`src/rtl/rat_ckpt.sv`:
```
// Register alias table with branch checkpoints.
// Holds a speculative RAT (updated by rename) and a committed RAT (updated by
// retirement), plus NUM_CKPT snapshot slots of the speculative RAT for
// mispredict recovery.
// Ports:
//   i_clk, i_rst               clock, synchronous active-high reset
//   i_ren_*                    per-lane rename request (valid, writes rd, arch regs, new phys)
//   o_ren_rs1/rs2_phys         per-lane source mappings (with intra-group bypass)
//   o_ren_pd_old               per-lane prior mapping of rd
//   i_ckpt_req/i_ckpt_lane     snapshot request after the given lane
//   o_ckpt_avail/o_ckpt_id     free slot exists / lowest free slot
//   i_ckpt_free_*              release a slot on correct branch resolution
//   i_restore_*                mispredict recovery from a slot
//   i_flush_valid              copy committed RAT into speculative RAT
//   i_commit_*                 per-lane retirement writes into committed RAT
module rat_ckpt #(
  parameter int unsigned ARCH_REGS = 32,
  parameter int unsigned PHYS_REGS = 64,
  parameter int unsigned RENAME_W  = 2,
  parameter int unsigned NUM_CKPT  = 4,
  parameter int unsigned PHYS_W    = $clog2(PHYS_REGS),
  parameter int unsigned CKPT_W    = $clog2(NUM_CKPT),
  parameter int unsigned LANE_W    = (RENAME_W > 1) ? $clog2(RENAME_W) : 1
) (
  input  logic                         i_clk,
  input  logic                         i_rst,
  input  logic [RENAME_W-1:0]          i_ren_valid,
  input  logic [RENAME_W-1:0]          i_ren_uses_rd,
  input  logic [RENAME_W*5-1:0]        i_ren_rs1_arch,
  input  logic [RENAME_W*5-1:0]        i_ren_rs2_arch,
  input  logic [RENAME_W*5-1:0]        i_ren_rd_arch,
  input  logic [RENAME_W*PHYS_W-1:0]   i_ren_pd_new,
  output logic [RENAME_W*PHYS_W-1:0]   o_ren_rs1_phys,
  output logic [RENAME_W*PHYS_W-1:0]   o_ren_rs2_phys,
  output logic [RENAME_W*PHYS_W-1:0]   o_ren_pd_old,
  input  logic                         i_ckpt_req,
  input  logic [LANE_W-1:0]            i_ckpt_lane,
  output logic                         o_ckpt_avail,
  output logic [CKPT_W-1:0]            o_ckpt_id,
  input  logic                         i_ckpt_free_valid,
  input  logic [CKPT_W-1:0]            i_ckpt_free_id,
  input  logic                         i_restore_valid,
  input  logic [CKPT_W-1:0]            i_restore_id,
  input  logic [NUM_CKPT-1:0]          i_restore_free_mask,
  input  logic                         i_flush_valid,
  input  logic [RENAME_W-1:0]          i_commit_valid,
  input  logic [RENAME_W*5-1:0]        i_commit_rd_arch,
  input  logic [RENAME_W*PHYS_W-1:0]   i_commit_pd
);

  localparam int unsigned AW = 5;

  logic [PHYS_W-1:0]   r_spec [ARCH_REGS];
  logic [PHYS_W-1:0]   r_arch [ARCH_REGS];
  logic [PHYS_W-1:0]   r_ckpt [NUM_CKPT][ARCH_REGS];
  logic [NUM_CKPT-1:0] r_busy;

  logic [AW-1:0]       w_rs1_a [RENAME_W];
  logic [AW-1:0]       w_rs2_a [RENAME_W];
  logic [AW-1:0]       w_rd_a  [RENAME_W];
  logic [PHYS_W-1:0]   w_pd    [RENAME_W];
  logic [RENAME_W-1:0] w_wr;
  logic [AW-1:0]       w_crd_a [RENAME_W];
  logic [PHYS_W-1:0]   w_cpd   [RENAME_W];

  logic [PHYS_W-1:0]   w_spec_ren [ARCH_REGS];
  logic [PHYS_W-1:0]   w_snap     [ARCH_REGS];
  logic [PHYS_W-1:0]   w_arch_nxt [ARCH_REGS];
  logic [NUM_CKPT-1:0] w_busy_nxt;
  logic [NUM_CKPT-1:0] w_free_oh;
  logic [NUM_CKPT-1:0] w_alloc_oh;
  logic                w_alloc;

  // Unpack lane fields; a lane writes only if valid, uses rd and rd is not x0.
  always_comb begin
    w_wr = '0;
    for (int k = 0; k < RENAME_W; k++) begin
      w_rs1_a[k] = i_ren_rs1_arch[k*AW +: AW];
      w_rs2_a[k] = i_ren_rs2_arch[k*AW +: AW];
      w_rd_a[k]  = i_ren_rd_arch[k*AW +: AW];
      w_pd[k]    = i_ren_pd_new[k*PHYS_W +: PHYS_W];
      w_crd_a[k] = i_commit_rd_arch[k*AW +: AW];
      w_cpd[k]   = i_commit_pd[k*PHYS_W +: PHYS_W];
      w_wr[k]    = i_ren_valid[k] & i_ren_uses_rd[k] & (w_rd_a[k] != '0);
    end
  end

  // Combinational reads: older lanes in the same group override the table,
  // scanning oldest to youngest so the youngest older writer wins.
  always_comb begin
    o_ren_rs1_phys = '0;
    o_ren_rs2_phys = '0;
    o_ren_pd_old   = '0;
    for (int k = 0; k < RENAME_W; k++) begin
      logic [PHYS_W-1:0] p1, p2, p3;
      p1 = r_spec[w_rs1_a[k]];
      p2 = r_spec[w_rs2_a[k]];
      p3 = r_spec[w_rd_a[k]];
      for (int j = 0; j < k; j++) begin
        if (w_wr[j] && (w_rd_a[j] == w_rs1_a[k])) p1 = w_pd[j];
        if (w_wr[j] && (w_rd_a[j] == w_rs2_a[k])) p2 = w_pd[j];
        if (w_wr[j] && (w_rd_a[j] == w_rd_a[k]))  p3 = w_pd[j];
      end
      if (w_rs1_a[k] == '0) p1 = '0;
      if (w_rs2_a[k] == '0) p2 = '0;
      if (w_rd_a[k] == '0)  p3 = '0;
      o_ren_rs1_phys[k*PHYS_W +: PHYS_W] = p1;
      o_ren_rs2_phys[k*PHYS_W +: PHYS_W] = p2;
      o_ren_pd_old[k*PHYS_W +: PHYS_W]   = p3;
    end
  end

  // Next speculative state after all lanes, and the snapshot view that only
  // includes lanes up to and including the branch lane.
  always_comb begin
    w_spec_ren = r_spec;
    w_snap     = r_spec;
    for (int l = 0; l < RENAME_W; l++) begin
      if (w_wr[l]) begin
        w_spec_ren[w_rd_a[l]] = w_pd[l];
        if (LANE_W'(l) <= i_ckpt_lane) w_snap[w_rd_a[l]] = w_pd[l];
      end
    end
  end

  always_comb begin
    w_arch_nxt = r_arch;
    for (int l = 0; l < RENAME_W; l++) begin
      if (i_commit_valid[l] && (w_crd_a[l] != '0)) w_arch_nxt[w_crd_a[l]] = w_cpd[l];
    end
  end

  // Lowest free slot: scan downward so the smallest index is the final hit.
  always_comb begin
    o_ckpt_avail = 1'b0;
    o_ckpt_id    = '0;
    for (int s = NUM_CKPT - 1; s >= 0; s--) begin
      if (!r_busy[s]) begin
        o_ckpt_avail = 1'b1;
        o_ckpt_id    = CKPT_W'(s);
      end
    end
  end

  always_comb begin
    w_alloc    = i_ckpt_req & o_ckpt_avail;
    w_free_oh  = i_ckpt_free_valid ? (NUM_CKPT'(1) << i_ckpt_free_id) : '0;
    w_alloc_oh = w_alloc ? (NUM_CKPT'(1) << o_ckpt_id) : '0;
    if (i_flush_valid) begin
      w_busy_nxt = '0;
    end else if (i_restore_valid) begin
      w_busy_nxt = r_busy & ~i_restore_free_mask & ~(NUM_CKPT'(1) << i_restore_id) & ~w_free_oh;
    end else begin
      // Allocation applied after free so a freed-and-reallocated slot stays busy.
      w_busy_nxt = (r_busy & ~w_free_oh) | w_alloc_oh;
    end
  end

  always_ff @(posedge i_clk) begin
    if (i_rst) begin
      for (int i = 0; i < ARCH_REGS; i++) begin
        r_spec[i] <= PHYS_W'(i);
        r_arch[i] <= PHYS_W'(i);
      end
      r_busy <= '0;
    end else begin
      r_arch <= w_arch_nxt;
      r_busy <= w_busy_nxt;
      if (i_flush_valid) begin
        r_spec <= w_arch_nxt;
      end else if (i_restore_valid) begin
        r_spec <= r_ckpt[i_restore_id];
      end else begin
        r_spec <= w_spec_ren;
        if (w_alloc) r_ckpt[o_ckpt_id] <= w_snap;
      end
    end
  end

endmodule

```
`config.mk`:
```
export PLATFORM = sky130hd
export DESIGN_NAME = rat_ckpt
export DESIGN_NICKNAME = d
export VERILOG_FILES = /design/src/rtl/rat_ckpt.sv
export SDC_FILE = /design/constraint.sdc
export NUM_CORES = 2
export LEC_CHECK = 0
export ABC_CLOCK_PERIOD_IN_PS = 20600
export BUFFER_PORTS_ARGS = -buffer_cell sky130_fd_sc_hd__buf_2
export CAP_MARGIN = 5
export CORE_MARGIN = 3
export CORE_UTILIZATION = 57
export CTS_CLUSTER_SIZE = 20
export DETAILED_ROUTE_END_ITERATION = 7
export PLACE_DENSITY_LB_ADDON = 0.12
export SLEW_MARGIN = 0
export SYNTH_ARGS = -nofsm -noshare
export SYNTH_HDL_FRONTEND = slang
export SYNTH_SLANG_ARGS = --single-unit
```
`constraint.sdc`:
```
create_clock -name i_clk -period 20.6 [get_ports i_clk]
set_input_delay 2.06 -clock i_clk [delete_from_list [all_inputs] [get_ports i_clk]]
set_output_delay 2.06 -clock i_clk [all_outputs]
set_load 0.01 [all_outputs]
```
* Word-level counts from Yosys, hierarchy flattened
Memories as Yosys holds them, arrays and structs flattened. Cells that the tools add are included.
Operators by class: $lt $le $gt $ge 14, equality and inequality tests 3, shift operators 3, mux-type cells 66, bitwise gates (word level) 21, reduce and logical (&&, ||, !) cells 20
Operators by type and width (number):
- 2-to-1 mux 192 bit | 10
- bitwise mux 192 bit | 5
- binary-select mux 6 bit (select 5 bit) | 6
- 2-to-1 mux 6 bit | 25
- demux 6 bit (select 5 bit) | 4
- greater-or-equal comparator 6 bit (second input constant) | 8
- inverter 5 -> 6 bit | 8
- logical NOT 5 bit | 6
- < comparator 6 x 1 -> 1 bit (second input constant) | 4
- nonzero test 5 bit | 4
- AND 4 bit | 4
- equality test 5 bit | 3
- 2-to-1 mux 4 bit | 3
- inverter 4 bit | 3
- left shift 1 x 2 -> 4 bit (first input constant) | 3
- logical AND 1 bit | 9
- 2-to-1 mux 1 bit | 9
- 2-to-1 mux 2 bit | 4
- AND 1 bit | 5
- OR 4 bit | 1
- less-or-equal comparator 1 bit (first input constant) | 2
- OR reduction 2 bit | 1
Word-level totals: flip-flop bits (word level) 388, memory bits (writable) 768, word-level logic and storage cells 193, memories kept 1
Memories:
- r_ckpt | depth 4, width 192, read ports 1, clocked after Yosys merged registers in 0, write ports 1, line 55 | logic [PHYS_W-1:0] r_ckpt [NUM_CKPT][ARCH_REGS];

* Logic depth before layout (Yosys ltp)
word-level depth 11, mapped depth 9, mapped depth without buffers 5

* Worst setup path after synthesis
No wires, ideal clock.
path kind input to register, start point input i_restore_valid, end point memory r_ckpt[1][0] in the netlist's numbering (enable), setup time 1021 ps, arrival 16713 ps, data required time 19579 ps, setup slack 2866 ps, stages 5, cell sequence clkbuf_1 clkinv_1 clkbuf_1 nand3_1 nor3b_1
On the way: word-level cells in the longest chain between the ends 4
RTL lines:
- from (decl) | line 42 | input logic i_restore_valid,
- 2-to-1 mux 1 bit | line 171 | end else if (i_restore_valid) begin
- 2-to-1 mux 1 bit | line 169 | if (i_flush_valid) begin
- 2-to-1 mux 1 bit | line 160 | if (i_rst) begin
- 2-to-1 mux 1 bit (not written as such) | line 175 | if (w_alloc) r_ckpt[o_ckpt_id] <= w_snap;
- to (decl) | line 55
Every way passes these cells.

* Worst setup path after layout
start point input i_ren_rd_arch[1], end point output o_ren_rs1_phys[10]
On the way: word-level cells in the longest chain between the ends 5, elaborated cells on any way between the ends 6, those cells by class 1 x eq/ne; 2 x mux; 1 x bitwise; 2 x reduce/logical
RTL lines:
- from (decl) | line 31 | input logic [RENAME_W*5-1:0] i_ren_rd_arch,
- nonzero test 5 bit | line 84 | w_wr[k] = i_ren_valid[k] & i_ren_uses_rd[k] & (w_rd_a[k] != '0);
- AND 1 bit | line 84
- logical AND 1 bit * | line 100 | if (w_wr[j] && (w_rd_a[j] == w_rs1_a[k])) p1 = w_pd[j];
- 2-to-1 mux 6 bit * | line 100
- 2-to-1 mux 6 bit * | line 104 | if (w_rs1_a[k] == '0) p1 = '0;
- to (decl) | line 33 | output logic [RENAME_W*PHYS_W-1:0] o_ren_rs1_phys,
Mark *: on every way between the ends. The rest lies on a longest branch, timed or not.

==> summary.md <==
| Metric | Value |
|---|---|
| Maximum clock frequency | `0.134 GHz` |
| Endpoints failing hold | `0` |
| Synth Flop Type | `edfxtp_1` |
| Crit-path max FO | `37` |
| Total track usage | `44.6%` |
| P_sw | `1.46 mW` |
| Final total power | `5.48 mW` |
| Post-detail-place hpwl | `163000 um` |
| Worst Hold End | `r_arch[190]` |
| Cell count after synthesis | `4901` |
| Setup violations, final | `0` |
| First-pass GRT wire length | `350000 um` |
| GPL Wtd Cong | `1.12` |
| Critical R2R Launch | `r_busy[0]` |
| CP Data Arrival Time | `5.38 ns` |
| Top Ports | `124` |
| Clock share of power | `39.9%` |
| Router iterations before antenna repair | `8` |
| Register-to-Register Path Depth | `4` |
| Hold path cells | `1` |
| Combinational Power Share | `12.1%` |
| Final Util | `62.7%` |
| Worst r2r dst | `r_ckpt[0][165]` |
| Worst setup SP type | `primary input` |
| Total gr overflow | `0` |
| Die W | `334 um` |
| # rows | `119` |
| Clock Latency Late Sink | `0.78 ns` |
| Pwr dens | `82.5 nW/um2` |
| Register share of total power | `48.0%` |
| Post-route setup TNS | `0 ns` |
| H-tree depth | `3` |
| CTS Hold Buffers Added | `0` |
| Post-Layout Cell Count | `6282` |
| RSZ-0062 raised after global routing | `false` |
| Clk buf depth | `3` |
| Clk sinks | `1156` |
| DRC | `16` |
| Status | `finished with violations` |
| Layout Nets | `4842` |
| Clock skew after layout | `0.0643 ns` |
| Critical path type | `primary input to output pin` |
| Syn avg cell area | `12.5 um2` |
| Max-slew headroom | `2.93%` |
| Worst hold start | `r_arch[190]` |
| Vias | `49100` |
| FFs w/ async S/R, synth | `0%` |
| IO Port Bufs | `123` |
| Multi-input logic area | `28300 um2` |
| Pin count of the biggest net entering global routing | `131` |
| Flop2flop setup slack | `17.41 ns` |
| MaxCap Viol Count | `0` |
| Worst Tran Pin Value | `1.45 ns` |
| Internal | `4.02 mW` |
| Crit path required time | `18.54 ns` |
| Avg WL per Cell | `40.0 um` |
| P_leak | `22.4 nW` |
| Iteration-0 DRC Markers | `7954` |
| Vias per cell | `7.82` |
| Final Max Slew Viols | `0` |
| #FFs+latches synth | `1156` |
| Register Area | `30800 um2` |
| Worst-path clk slew | `0.06 ns` |
| Period utilization | `36.1%` |
| Layout cells sized above 1 | `21.8%` |
| Die Y | `334 um` |
| Cell count after placement | `6032` |
| Initial core utilization | `57.8%` |
| Synthesized net count | `4986` |
| Vias in the first global route | `45800` |
| YS warnings | `0` |
| Failing checks | `design-rule violations` |
| Initial antenna violation count | `33` |
| Postcts setup bufs | `0` |
| Clock root buffer | `clkbuf_16` |
| Minimum clock period | `7.44 ns` |
| Wirelength, routed | `251000 um` |
| CTS Buf Count | `114` |
| CP Capture Type | `output pin` |
| Max IR drop VDD | `0.0697 mV` |
| Sw frac | `26.6%` |
| Post-CTS resize count | `0` |
| Seq/Total Area, Yosys | `50.4%` |
| Final ANT Viol Nets | `0` |
| Die ar. | `111000 um2` |
| Place WS | `13.25 ns` |
| Class of the worst hold path | `flop to flop` |
| Filler cells | `8166` |
| Core box area | `106000 um2` |
| Library cells used by synthesis | `80` |
| Synth Cell Area | `61200 um2` |
| Post-synth EDFFs | `768` |
| CTS tree | `yes` |
| Area growth syn-to-layout | `8.55%` |
| Final WS setup | `13.16 ns` |
==> layout by cell type, fill, tap and decap left out, types with 15 or more instances in the layout <==
| master | instances |
|---|---|
| o211a_1 | 32 |
| clkbuf_16 | 118 |
| a31oi_1 | 34 |
| clkinv_1 | 16 |
| clkbuf_1 | 25 |
| or2_2 | 59 |
| mux2i_1 | 326 |
| buf_4 | 105 |
| nand2_1 | 249 |
| inv_1 | 25 |
| a21o_1 | 25 |
| nand2b_1 | 26 |
| a2bb2oi_1 | 55 |
| bufinv_16 | 15 |
| nor2_2 | 20 |
| nor3_1 | 62 |
| buf_2 | 114 |
| dfxtp_1 | 388 |
| nor2b_1 | 19 |
| a22oi_1 | 66 |
| nor2_1 | 536 |
| o211ai_1 | 45 |
| nand3_1 | 74 |
| a22o_1 | 27 |
| edfxtp_1 | 768 |
| a311oi_1 | 52 |
| o22ai_1 | 86 |
| mux2_2 | 55 |
| and3_1 | 28 |
| o21ai_0 | 81 |
| clkinv_2 | 25 |
| mux4_2 | 464 |
| a21oi_1 | 366 |
| a211o_1 | 94 |
| a211oi_1 | 158 |
| diode_2 | 33 |
==> how the worst max path moves through the flow <==
stage | end | start | cells after the start
final | o_ren_rs1_phys[10] | i_ren_rd_arch[1] | 7
after global routing | o_ren_rs1_phys[10] | i_ren_rd_arch[1] | 7
after global placement | o_ren_rs1_phys[10] | i_ren_rd_arch[1] | 7
after floorplan | r_ckpt[1][0] | i_restore_valid | 5
after CTS | o_ren_rs1_phys[10] | i_ren_rd_arch[1] | 7
after detailed placement | o_ren_rs1_phys[10] | i_ren_rd_arch[1] | 7
==> cell type report <==
class,instances,share of cell area [%]
clock buffer,151,4.75
sequential,1156,46.4
antenna,33,0.124
inverter,26,0.151
clock inverter,66,1.12
multi-input combinational,3232,42.6
timing repair buffer,227,2.24
tap,1391,2.62
==> stage by stage <==
stage | cell area (um2) | hold WS [ns]
after floorplan | 61200 | 0.438
after global routing | 66300 | 0.486
after global placement | 62400 | 0.454
after CTS | 66300 | 0.469
after detailed placement | 62400 | 0.459
final | 66400 | 0.468
==> registers in the layout (all words and copies together), names as in the netlist <==
| name | cells |
|---|---|
| r_busy | 4 |
| r_arch | 192 |
| r_spec | 192 |
| r_ckpt | 768 |
==> cells by family after synthesis <==
kind of cell    count (synthesis)  synth area share (%)
flops                        1156                  50.4
compound gates               1173                  13.0
xor+xnor                       15                 0.215
buf+inv                       513                  3.56
simple gates                 1199                  9.37
mux                           845                  23.4
==> cells in the mapped netlist, types with 20 or more instances <==
cell	number	area share [%]
a211o_1	94	1.3
a211oi_1	158	1.9
a21o_1	25	0.31
a21oi_1	366	3.0
a22o_1	27	0.39
a22oi_1	66	0.81
a2bb2oi_1	55	0.79
a311oi_1	52	0.74
a31oi_1	34	0.35
and3_1	28	0.29
buf_1	47	0.29
buf_2	115	0.94
buf_4	23	0.28
clkbuf_1	297	1.8
dfxtp_1	388	13
edfxtp_1	768	38
inv_1	25	0.15
mux2_2	55	1.0
mux2i_1	326	5.3
mux4_2	464	17
nand2_1	249	1.5
nand2b_1	26	0.27
nand3_1	74	0.61
nor2_1	541	3.3
nor2b_1	20	0.20
nor3_1	64	0.52
o211a_1	32	0.52
o211ai_1	45	0.55
o21ai_0	81	0.66
o22ai_1	86	0.88
or2_2	59	0.60
==> power groups by stage <==
| stage | logic [mW] | registers [mW] | clock network [mW] |
|---|---|---|---|
| 2_1_floorplan | 0.416 | 2.59 | 0 |
| 3_3_place_gp | 0.624 | 2.66 | 0 |
| 3_5_place_dp | 0.629 | 2.66 | 0 |
| 4_1_cts | 0.631 | 2.61 | 2.19 |
| 5_1_grt | 0.677 | 2.62 | 2.29 |
| 6_report | 0.664 | 2.63 | 2.18 |
==> routing by layer <==
layer	part of all wire [%]	routed length [um]	global-route usage, %
met5	0.056	142	0
met4	8.9	22400	29.7
met3	17	42900	22.2
met2	40	99600	59.6
met1	34	86500	57.0
==> critical path, stage by stage <==
cell and delay, ns:
buf_2 0.57, buf_4 0.64, xor2_1 0.12, or4_1 0.51
nor4_2 0.82, mux2_2 0.43, buf_2 0.14
Power figures use the tool's default switching activity.
